--- src/rtl/decoder_rr_arbiter.sv ---
`default_nettype none
// ============================================================================
// Module   : decoder_rr_arbiter
// Brief    : 16-way round-robin arbiter with a hold limit and a one-hot grant
//            decoded from registered state. The optional grant lock is
//            enabled by defining DECODER_ARB_LOCK_EN.
// Revision : 1.0 - initial release
// ============================================================================
module decoder_rr_arbiter #(
  parameter int MAX_HOLD = 8,
  parameter int CNT_W    = 8
) (
  input  logic        clk,
  input  logic        rst_n,
  input  logic [15:0] req,
`ifdef DECODER_ARB_LOCK_EN
  input  logic        lock,
`endif
  output logic [3:0]  grant_idx,
  output logic        grant_valid,
  output logic [15:0] grant_onehot,
  output logic        hold_expired
);

  localparam logic [0:0]       c_st_idle  = 1'b0;
  localparam logic [0:0]       c_st_grant = 1'b1;
  localparam logic [CNT_W-1:0] c_max_hold = CNT_W'(MAX_HOLD);
  localparam logic [CNT_W-1:0] c_cnt_one  = CNT_W'(1);

  logic [0:0]       r_state;
  logic [3:0]       r_idx;
  logic [3:0]       r_last;
  logic [CNT_W-1:0] r_cnt;
  logic             r_exp;

  logic [0:0]       w_nxt_state;
  logic [3:0]       w_nxt_idx;
  logic [3:0]       w_nxt_last;
  logic [CNT_W-1:0] w_nxt_cnt;
  logic             w_nxt_exp;

  logic             w_lock;
  logic             w_any;
  logic [3:0]       w_start;
  logic [31:0]      w_dbl;
  logic [15:0]      w_rot;
  logic [3:0]       w_off;
  logic [3:0]       w_pick;
  logic             w_hold_req;
  logic             w_valid;

`ifdef DECODER_ARB_LOCK_EN
  assign w_lock = lock;
`else
  assign w_lock = 1'b0;
`endif

  // Rotate the request vector so that the search start lands at bit 0;
  // the lowest set bit of the rotated vector is then the round-robin winner.
  assign w_any   = |req;
  assign w_start = r_last + 4'd1;
  assign w_dbl   = {req, req};
  assign w_rot   = 16'(w_dbl >> w_start);

  always_comb begin
    w_off = 4'd0;
    for (int i = 15; i >= 0; i--) begin
      if (w_rot[i]) begin
        w_off = 4'(i);
      end
    end
  end

  assign w_pick     = w_start + w_off;
  assign w_hold_req = req[r_idx];

  always_comb begin
    w_nxt_state = r_state;
    w_nxt_idx   = r_idx;
    w_nxt_last  = r_last;
    w_nxt_cnt   = r_cnt;
    w_nxt_exp   = 1'b0;
    case (r_state)
      c_st_idle: begin
        if (w_any) begin
          w_nxt_state = c_st_grant;
          w_nxt_idx   = w_pick;
          w_nxt_last  = w_pick;
          w_nxt_cnt   = c_cnt_one;
        end
      end
      default: begin
        if (!w_hold_req) begin
          // Release: hand over in the same edge, or fall back to idle.
          if (w_any) begin
            w_nxt_idx  = w_pick;
            w_nxt_last = w_pick;
            w_nxt_cnt  = c_cnt_one;
          end else begin
            w_nxt_state = c_st_idle;
            w_nxt_cnt   = '0;
          end
        end else if (r_cnt < c_max_hold) begin
          w_nxt_cnt = r_cnt + c_cnt_one;
        end else if (w_lock) begin
          w_nxt_cnt = c_max_hold;
        end else begin
          // Expiry: r_last equals the grantee, so the search starts at g+1
          // and only comes back to g when nobody else is asking.
          w_nxt_exp  = 1'b1;
          w_nxt_idx  = w_pick;
          w_nxt_last = w_pick;
          w_nxt_cnt  = c_cnt_one;
        end
      end
    endcase
  end

  always_ff @(posedge clk or negedge rst_n) begin
    if (!rst_n) begin
      r_state <= c_st_idle;
      r_idx   <= 4'd0;
      r_last  <= 4'hF;
      r_cnt   <= '0;
      r_exp   <= 1'b0;
    end else begin
      r_state <= w_nxt_state;
      r_idx   <= w_nxt_idx;
      r_last  <= w_nxt_last;
      r_cnt   <= w_nxt_cnt;
      r_exp   <= w_nxt_exp;
    end
  end

  assign w_valid      = (r_state == c_st_grant);
  assign grant_valid  = w_valid;
  assign grant_idx    = r_idx;
  assign hold_expired = r_exp;

  generate
    for (genvar gi = 0; gi < 16; gi++) begin : g_dec
      assign grant_onehot[gi] = w_valid && (r_idx == 4'(gi));
    end
  endgenerate

endmodule
`default_nettype wire

--- config.mk ---
export PLATFORM = sky130hd
export DESIGN_NAME = decoder_rr_arbiter
export DESIGN_NICKNAME = d
export VERILOG_FILES = /design/src/rtl/decoder_rr_arbiter.sv
export SDC_FILE = /design/constraint.sdc
export NUM_CORES = 1
export LEC_CHECK = 0
export BUFFER_PORTS_ARGS = -buffer_cell sky130_fd_sc_hd__clkbuf_2
export CORE_ASPECT_RATIO = 0.5
export CORE_MARGIN = 5
export CORE_UTILIZATION = 50
export DETAILED_ROUTE_END_ITERATION = 12
export GPL_TIMING_DRIVEN = 0
export PLACE_DENSITY = 0.75
export SLEW_MARGIN = 20
export SYNTH_ARGS = -nofsm -noshare
export SYNTH_HDL_FRONTEND = slang
export SYNTH_SLANG_ARGS = --single-unit
--- constraint.sdc ---
create_clock -name clk -period 4.1 [get_ports clk]
set_input_delay 0.41 -clock clk [delete_from_list [all_inputs] [get_ports clk]]
set_output_delay 0.41 -clock clk [all_outputs]
set_load 0.01 [all_outputs]
[Word level (Yosys, flattened, before mapping)]
Index checks and enable logic that the tools add are counted.
Operators by class
  add/subtract/negate cells: 3
  $lt $le $gt $ge: 2
  equal/unequal tests: 16
  shift-type cells: 1
  multiplexer cells: 36
  reductions and logical operators: 19
Operators with widths (number)
  $mux 4: 23
  $eq 4x4->1 const B: 8
  $mux 8: 4
  $shr 32x4->16: 1
  $eq 4x3->1 const B: 4
  $logic_and 1x1->1: 16
  $reduce_or 16->1: 1
  $add 8x1->8 const B: 1
  $eq 4x2->1 const B: 2
  $lt 8x4->1 const B: 1
  $mux 1: 8
  $lt 4x5->1 const B: 1
  $add 4x1->4 const B: 1
  $add 4x4->4: 1
  $bmux 1 s4: 1
  $eq 4x1->1 const B: 1
  $logic_not 4->1: 1
  $ne 3x3->1 const B: 1
  $reduce_bool 2->1: 1
Storage, ports and cells
  register bits: 18
  input port bits: 18

[Depth between registers and ports, before layout]
Gate-level depths: netlist (run 1).
  depth after elaboration: 22
  mapped depth: 17

[Least setup slack after synthesis (run 1)]
No wires, ideal clock.
  path type: register to register
  from: register r_last[0]
  to: register r_idx[3] (netlist: grant_idx[3])
  arrival: 4033 ps
  slack: -3 ps
  cell stages (with the launch flop): 18
  buffers on the path: 2
  cell sequence: dfstp_2 > ha_1 > buf_6 > buf_2 > mux4_2 > mux2i_1 > mux2i_1 > o41ai_1 > a221oi_1 > o21a_1 > nor2_1 > ha_1 > a21o_1 > a21oi_1 > xnor2_1 > or3_1 > or4_4 > nand3_1
Between the ends
  word-level cells in the longest chain between the ends: 22
  elaborated cells on any way between the ends: 23
  classes of those cells: 2 x add/sub; 1 x shift; 20 x mux
RTL lines
  start: declaration: RTL line 32  | logic [3:0] r_last;
  start signal: assignment: RTL line 129  | r_last <= w_nxt_last;
  $add 4x1->4 (*): RTL line 61  | assign w_start = r_last + 4'd1;
  $shr 32x4->16: RTL line 63  | assign w_rot = 16'(w_dbl >> w_start);
  $mux 4 (16 in a row): RTL line 68  | if (w_rot[i]) begin
  $add 4x4->4 (*): RTL line 74  | assign w_pick = w_start + w_off;
  $mux 4 (on tied branches): RTL line 85, 95, 103
  $mux 4: RTL line 93  | if (!w_hold_req) begin
  $mux 4 (*): RTL line 83  | case (r_state)
  end signal: assignment: RTL line 128  | r_idx <= w_nxt_idx;
  end: declaration: RTL line 31  | logic [3:0] r_idx;
Every way passes the cells marked *; elsewhere a longest branch is shown, timed or not. The select of a mux whose other input is x is not followed.
A chain may end at the register's enable or synchronous reset.

[Final worst setup path (run 1)]
Same ends and word-level chain as after synthesis.

==> flow_metrics.tcl, run 1 <==
set metrics [dict create \
    timing.final.setup_violations 2 \
    cts-hold-fix-buffers 0 \
    netlist_top_cells_count "30 x sky130_fd_sc_hd__mux2i_1, 20 x sky130_fd_sc_hd__nor2_1, 15 x sky130_fd_sc_hd__mux4_2" \
    reg2regPathDepth 15 \
    timing_worst_setup_path_type "reg2reg" \
    critical_path.max_fanout 10 \
    buffer_ports.inserted 39 \
    synth.top_cell.area_share 0.150 \
    synth_compound_area_frac 0.0999 \
    drive_gt1_frac 0.485 \
    dominantRegCellSynth "sky130_fd_sc_hd__dfrtp_1" \
    detail_route.wl_per_cell_um 20.4 \
    cts.reportedPaths.clkPinSlew_ns 0.06 \
    reg2reg_setup_slack_ns -0.11 \
    dp_hpwl_um 4890 \
    cts_num_sinks 18 \
    timing.fmax_ghz 0.238 \
    ys_warn_count 0 \
    avgViaCountPerCell 6.53 \
    synthMuxAreaShare 0.401 \
    instance_count_of_the_mapped_netlist 219 \
    timing.final.crit_period_ns 4.21 \
    synth_top_family_by_area "multiplexers" \
    drc_errors 0 \
    fp.dieH_um 58.3 \
    rows 17 \
    cts-root-buf "sky130_fd_sc_hd__clkbuf_8" \
    start_util 0.524 \
    yosys-top-cells-area "sky130_fd_sc_hd__dfrtp_1 15%, sky130_fd_sc_hd__mux4_2 15%, sky130_fd_sc_hd__mux2i_1 13%" \
    critPathSlowestCell "sky130_fd_sc_hd__dfstp_2" \
    floorplan.die_area_um2 6210 \
    number_of_antenna_violations_at_the_first_check_in_global_routing 0 \
    dp_slack_ns -0.293 \
    final_antenna_net_count 0 \
    timing.final.max_slew_violations 0 \
    post_synthesis_cell_area_um2 2330 \
    layout-area-overhead-vs-synth_pct 28.4 \
    rsz_0062_raised_after_global_routing "yes" \
    grt_usage 0.218 \
    fin_util 0.673 \
    run_status "finished, violations left" \
    asyncSetResetFlopFracSynth 1.00 \
    final.setup_skew_ns 0.00471 \
    htreeDepth 1 \
    drt_wl_total_um 6770 \
    cts_tree "yes" \
    synthesis.nets 243 \
    crit_path_max_incr_delay_ns 0.57 \
    detailedRoute.firstIterationViolations 148 \
    data_arrival_time_of_the_worst_path_ns 4.39 \
    max_cap_viol_count 0 \
    firstDrtPassIters 4 \
    replace_congestion 0.916 \
    global_route_wire_length_before_repair_um 10800 \
    die-width_um 107 \
    worst_hold_path_type "in2async" \
    synth_fa_ha_area_frac 0.0354 \
    yosysTopAreaCell "sky130_fd_sc_hd__dfrtp_1" \
    globalRoute.totalOverflow 0 \
    setup.worst_path.start_class "flip-flop" \
    reg2reg_from "r_last[0]" \
    clk_latency_ns 0.25 \
    synth.ff_latch_count 18 \
    cp_data_required_time_ns 4.28 \
    synth_edf_count 0 \
    core-area_um2 4450 \
    timing.critical_path.cells "buf_6 > buf_8 > mux4_2 > mux2i_1 > mux2_1 > a21bo_1 > o21a_1 > nor2_4 > ha_4 > a21o_1 > a21oi_2 > xnor2_1 > or3_1 > or4_4 > nand3_2" \
    fin_crit_sh 1.03 \
    synth_simple_gate_area_frac 0.176 \
    yosys.cell_types.count 54 \
    top_ports 40 \
    yosysSeqAreaShare 0.195 \
    hold_viol_final 0 \
    grt_max_degree 19 \
    worstMarginPinSlew_ns 0.710 \
    via_count 2161 \
    maxSlewHeadroom 0.521 \
    max-clock-path-buffers 2 \
    end_kind "flip-flop" \
    num-nets-final 300 \
    postLayoutSetupSlackWorst_ns -0.105 \
    first_global_vias 2130 \
    number_of_buffers_created_by_cts 3 \
    n_antenna_cell 0 \
    syn_area_per_cell_um2 10.6 \
    synth-xor-area-share 0.0269 \
    r2r-end "grant_idx[3]" \
    failed_checks "setup timing" \
    synth_most_common_cell "sky130_fd_sc_hd__mux2i_1" \
]
[stage by stage]
step	instance area (um^2)	TNS, ns	hold slack, ns	std cells
floorplan	2330	0	0.114	219
global placement	2600	-0.468	0.359	315
detailed placement	2600	-0.582	0.369	315
CTS	2830	-0.117	0.0959	323
global route	2990	-0.562	0.120	331
finish	2990	-0.201	0.0882	331
[routing by layer]
| metal | up-vias | part of all wire | GRT usage | routed length [um] |
|---|---|---|---|---|
| met5 | - | 0 | 0 | 0 |
| met4 | 0 | 0.017 | 0.0419 | 118 |
| met3 | 15 | 0.076 | 0.0178 | 515 |
| met2 | 124 | 0.49 | 0.389 | 3340 |
| met1 | 1053 | 0.41 | 0.297 | 2800 |
| li1 | 969 | - | - | - |
[what timing repair did]
action,4_1_cts,5_1_grt
cloned,1,0
pin swaps,2,2
gates resized for setup,31,18
endpoints found under the setup margin,2,2
setup buffers,4,9
hold endpoints to repair,0,0
[registers in the layout, indices dropped and copies added (netlist names)]
register / cells
grant_valid: 1
r_last: 4
hold_expired: 1
grant_idx: 4
r_cnt: 8
[worst max-delay path: cells and delay by family (launching register included)]
kind | cells | cell delay (ns)
AOI/OAI and AO/OA | 4 | 0.81
xor gates and xnor gates | 1 | 0.08
adders and majority gates | 1 | 0.22
buffers and inverters | 2 | 0.29
DFF | 1 | 0.57
muxes | 3 | 1.14
and+or+nand+nor | 4 | 1.02
[cell usage in the layout (no fill, tap or decap), drive strengths merged, types with 6 or more instances in the layout]
cell type / synthesis / routed
inv: 6 / 6
dfrtp: 14 / 14
and2: 6 / 6
mux4: 22 / 22
buf: 12 / 25
nor4: 6 / 6
a21oi: 9 / 9
nand2: 12 / 12
clkbuf: 0 / 42
nor3: 6 / 6
mux2i: 30 / 30
mux2: 10 / 10
o21ai: 8 / 8
nor2: 21 / 21
[worst max path at each step]
stage | start | end | slack (ns) | cells past startpoint
floorplan | r_last[0] | grant_idx[3] | 0.04 | 17
global placement | r_last[1] | grant_idx[3] | -0.23 | 16
detailed placement | r_last[1] | r_last[3] | -0.29 | 17
CTS | r_last[0] | r_last[3] | -0.06 | 17
global route | r_last[0] | grant_idx[3] | -0.28 | 16
finish | r_last[0] | grant_idx[3] | -0.11 | 15
[cell families (layout without fill, tap and decap cells)]
kind of cell | Yosys count | count (layout)
simple gates | 75 | 75
mux | 62 | 62
compound gates | 35 | 35
flops | 18 | 18
buf+inv | 18 | 73
fa+ha+maj | 6 | 6
xor+xnor | 5 | 5
[area by class of cell]
class	instances	area [um^2]
tap	57	71.3
fill	337	1460
multi-input combinational	183	1940
clock buffer	3	41.3
buffer	11	134
inverter	6	22.5
timing repair buffer	53	324
sequential	18	455
Power of run 1 is not shown: default switching activity piles up to over one toggle a cycle in this logic, so the estimate is an artifact.
==> run 2, diff against run 1 <==
- PLACE_DENSITY: 0.75 -> 0.72
- clock period: 4.1 -> 5.4 ns (I/O delays scaled with it)
==> flow_metrics.tcl, run 2 (synthesis gave the netlist of run 1 again) <==
set metrics [dict create \
    data_arrival_time_of_the_worst_path_ns 4.72 \
    replace_congestion 0.891 \
    worstMarginPinSlew_ns 0.538 \
    r2r-end "grant_idx[3]" \
    run_status "completed" \
    grtUsageMet3 0.0311 \
    start_util 0.524 \
    drt_wl_total_um 5990 \
    floorplan.die_area_um2 6210 \
    cts_num_sinks 18 \
    grt_usage 0.204 \
    n_antenna_cell 0 \
    fp.dieH_um 58.3 \
    clk_latency_ns 0.25 \
    cts-hold-fix-buffers 0 \
    total_number_of_cells_along_the_worst_setup_path 17 \
    globalRouteMet1Util 0.274 \
    placed_cells 315 \
    cp_data_required_time_ns 5.59 \
    globalRouteMet2Util 0.343 \
    crit_family "simple AND/OR/NAND/NOR gates" \
    drc_errors 0 \
    mostFrequentLayoutCells "39 x sky130_fd_sc_hd__clkbuf_2, 30 x sky130_fd_sc_hd__mux2i_1, 20 x sky130_fd_sc_hd__nor2_1" \
    rows 17 \
    cts.reportedPaths.clkPinSlew_ns 0.07 \
    firstDrtPassIters 4 \
    grt_max_degree 19 \
    timing.fmax_ghz 0.221 \
    detail_route.wl_per_cell_um 18.8 \
    max-clock-path-buffers 2 \
    core-area_um2 4450 \
    htreeDepth 1 \
    top_usage_layer "met2" \
    worstPathBufferInverterCount 2 \
    timing.final.setup_violations 0 \
    layout-area-overhead-vs-synth_pct 13.4 \
    timing.final.max_slew_violations 0 \
    fin_util 0.594 \
    number_of_buffers_created_by_cts 3 \
    fillers 366 \
    globalRoute.totalOverflow 0 \
    critical_path.max_fanout 10 \
    end_kind "flip-flop" \
    reg2regPathDepth 17 \
    timing_worst_setup_path_type "reg2reg" \
    final.setup.tns_ns 0 \
    first_global_vias 2058 \
    hold_viol_final 0 \
    avgViaCountPerCell 6.36 \
    num-nets-final 287 \
    layoutNonFillerInstCount 319 \
    number_of_antenna_violations_at_the_first_check_in_global_routing 0 \
    cp-startpoint "r_last[0]" \
    crit_path_max_incr_delay_ns 0.54 \
    postLayoutSetupSlackWorst_ns 0.868 \
    setup.worst_path.start_class "flip-flop" \
    cts-root-buf "sky130_fd_sc_hd__clkbuf_8" \
    reg2reg_from "r_last[0]" \
    rsz_0062_raised_after_global_routing "no" \
    top_ports 40 \
    final.setup_skew_ns 0.00386 \
    reg2reg_setup_slack_ns 0.87 \
    layout.area.seq_um2 455 \
    detailedRoute.firstIterationViolations 81 \
    largest_register "r_cnt" \
    timing.critical_path.cells "ha_1 > buf_6 > buf_2 > mux4_2 > mux2i_1 > mux2i_1 > o41ai_1 > a221oi_1 > o21a_1 > nor2_1 > ha_1 > a21o_1 > a21oi_1 > xnor2_1 > or3_1 > or4_4 > nand3_1" \
    layout_commonest_cell "sky130_fd_sc_hd__clkbuf_2" \
    maxSlewHeadroom 0.639 \
    via_count 2029 \
    final_antenna_net_count 0 \
    cts_resized 0 \
    cts_tree "yes" \
    global_route_wire_length_before_repair_um 10000 \
    critPathSlowestCell "sky130_fd_sc_hd__dfstp_2" \
    die-width_um 107 \
    multi_input_comb_area_um2 1720 \
    dp_slack_ns 0.876 \
    cts_post_setup_buffers_inserted 0 \
    endpoint "grant_idx[3]" \
    flip_flop_count_of_the_largest_register_all_copies_and_words_added 8 \
    timing.final.crit_period_ns 4.53 \
    drive_gt1_frac 0.351 \
    fin_crit_sh 0.839 \
    worst_hold_path_type "in2async" \
    max_cap_viol_count 0 \
    dp_hpwl_um 4730 \
    buffer_ports.inserted 39 \
]
[run 2: cell count changes in the layout (fill, tap and decap cells not counted), moves of 3 or more]
cell / previous run / this run
sky130_fd_sc_hd__mux2i_4: 9 / 0
sky130_fd_sc_hd__mux4_1: 4 / 7
sky130_fd_sc_hd__ha_1: 2 / 5
sky130_fd_sc_hd__mux2i_2: 4 / 0
sky130_fd_sc_hd__mux2i_1: 17 / 30
sky130_fd_sc_hd__mux4_2: 18 / 15
sky130_fd_sc_hd__buf_4: 12 / 0
[run 2: area by class of cell]
| cell class | instances | area share |
|---|---|---|
| multi-input cells | 183 | 0.652 |
| flip-flops and latches | 18 | 0.172 |
| inverters | 6 | 0.00853 |
| well taps | 57 | 0.0270 |
| repair buffers | 39 | 0.0739 |
| clock buffers | 4 | 0.0171 |
| plain buffers | 12 | 0.0488 |
[run 2: layer usage]
metal  share of wire  vias to the layer above
met3           0.079                       12
met5               0                        -
met2            0.48                       80
met4           0.019                        0
li1                -                      944
met1            0.42                      993
[run 2: through the flow]
stage               instance area, um^2  hold slack, ns
floorplan                          2330           0.244
global placement                   2600           0.454
detailed placement                 2600           0.459
CTS                                2640           0.217
global route                       2640           0.235
finish                             2640           0.216
[run 2: worst min-delay path by stage]
stage,from,endpoint,slack [ns],cells past startpoint
floorplan,rst_n,grant_idx[0],0.24,0
global placement,r_cnt[3],r_cnt[3],0.45,2
detailed placement,r_cnt[3],r_cnt[3],0.46,2
CTS,rst_n,hold_expired,0.22,1
global route,rst_n,hold_expired,0.24,1
finish,rst_n,hold_expired,0.22,1
[run 2: worst register-to-register path: stages, from the launching register on]
cell and delay [ns]:
sky130_fd_sc_hd__dfstp_2 0.54, sky130_fd_sc_hd__ha_1 0.22, sky130_fd_sc_hd__buf_6 0.18, sky130_fd_sc_hd__buf_2 0.29, sky130_fd_sc_hd__mux4_2 0.36, sky130_fd_sc_hd__mux2i_1 0.22
sky130_fd_sc_hd__mux2i_1 0.20, sky130_fd_sc_hd__o41ai_1 0.40, sky130_fd_sc_hd__a221oi_1 0.13, sky130_fd_sc_hd__o21a_1 0.18, sky130_fd_sc_hd__nor2_1 0.21, sky130_fd_sc_hd__ha_1 0.28
sky130_fd_sc_hd__a21o_1 0.15, sky130_fd_sc_hd__a21oi_1 0.17, sky130_fd_sc_hd__xnor2_1 0.10, sky130_fd_sc_hd__or3_1 0.31, sky130_fd_sc_hd__or4_4 0.42, sky130_fd_sc_hd__nand3_1 0.10
Power of run 2 is left out for the same reason.
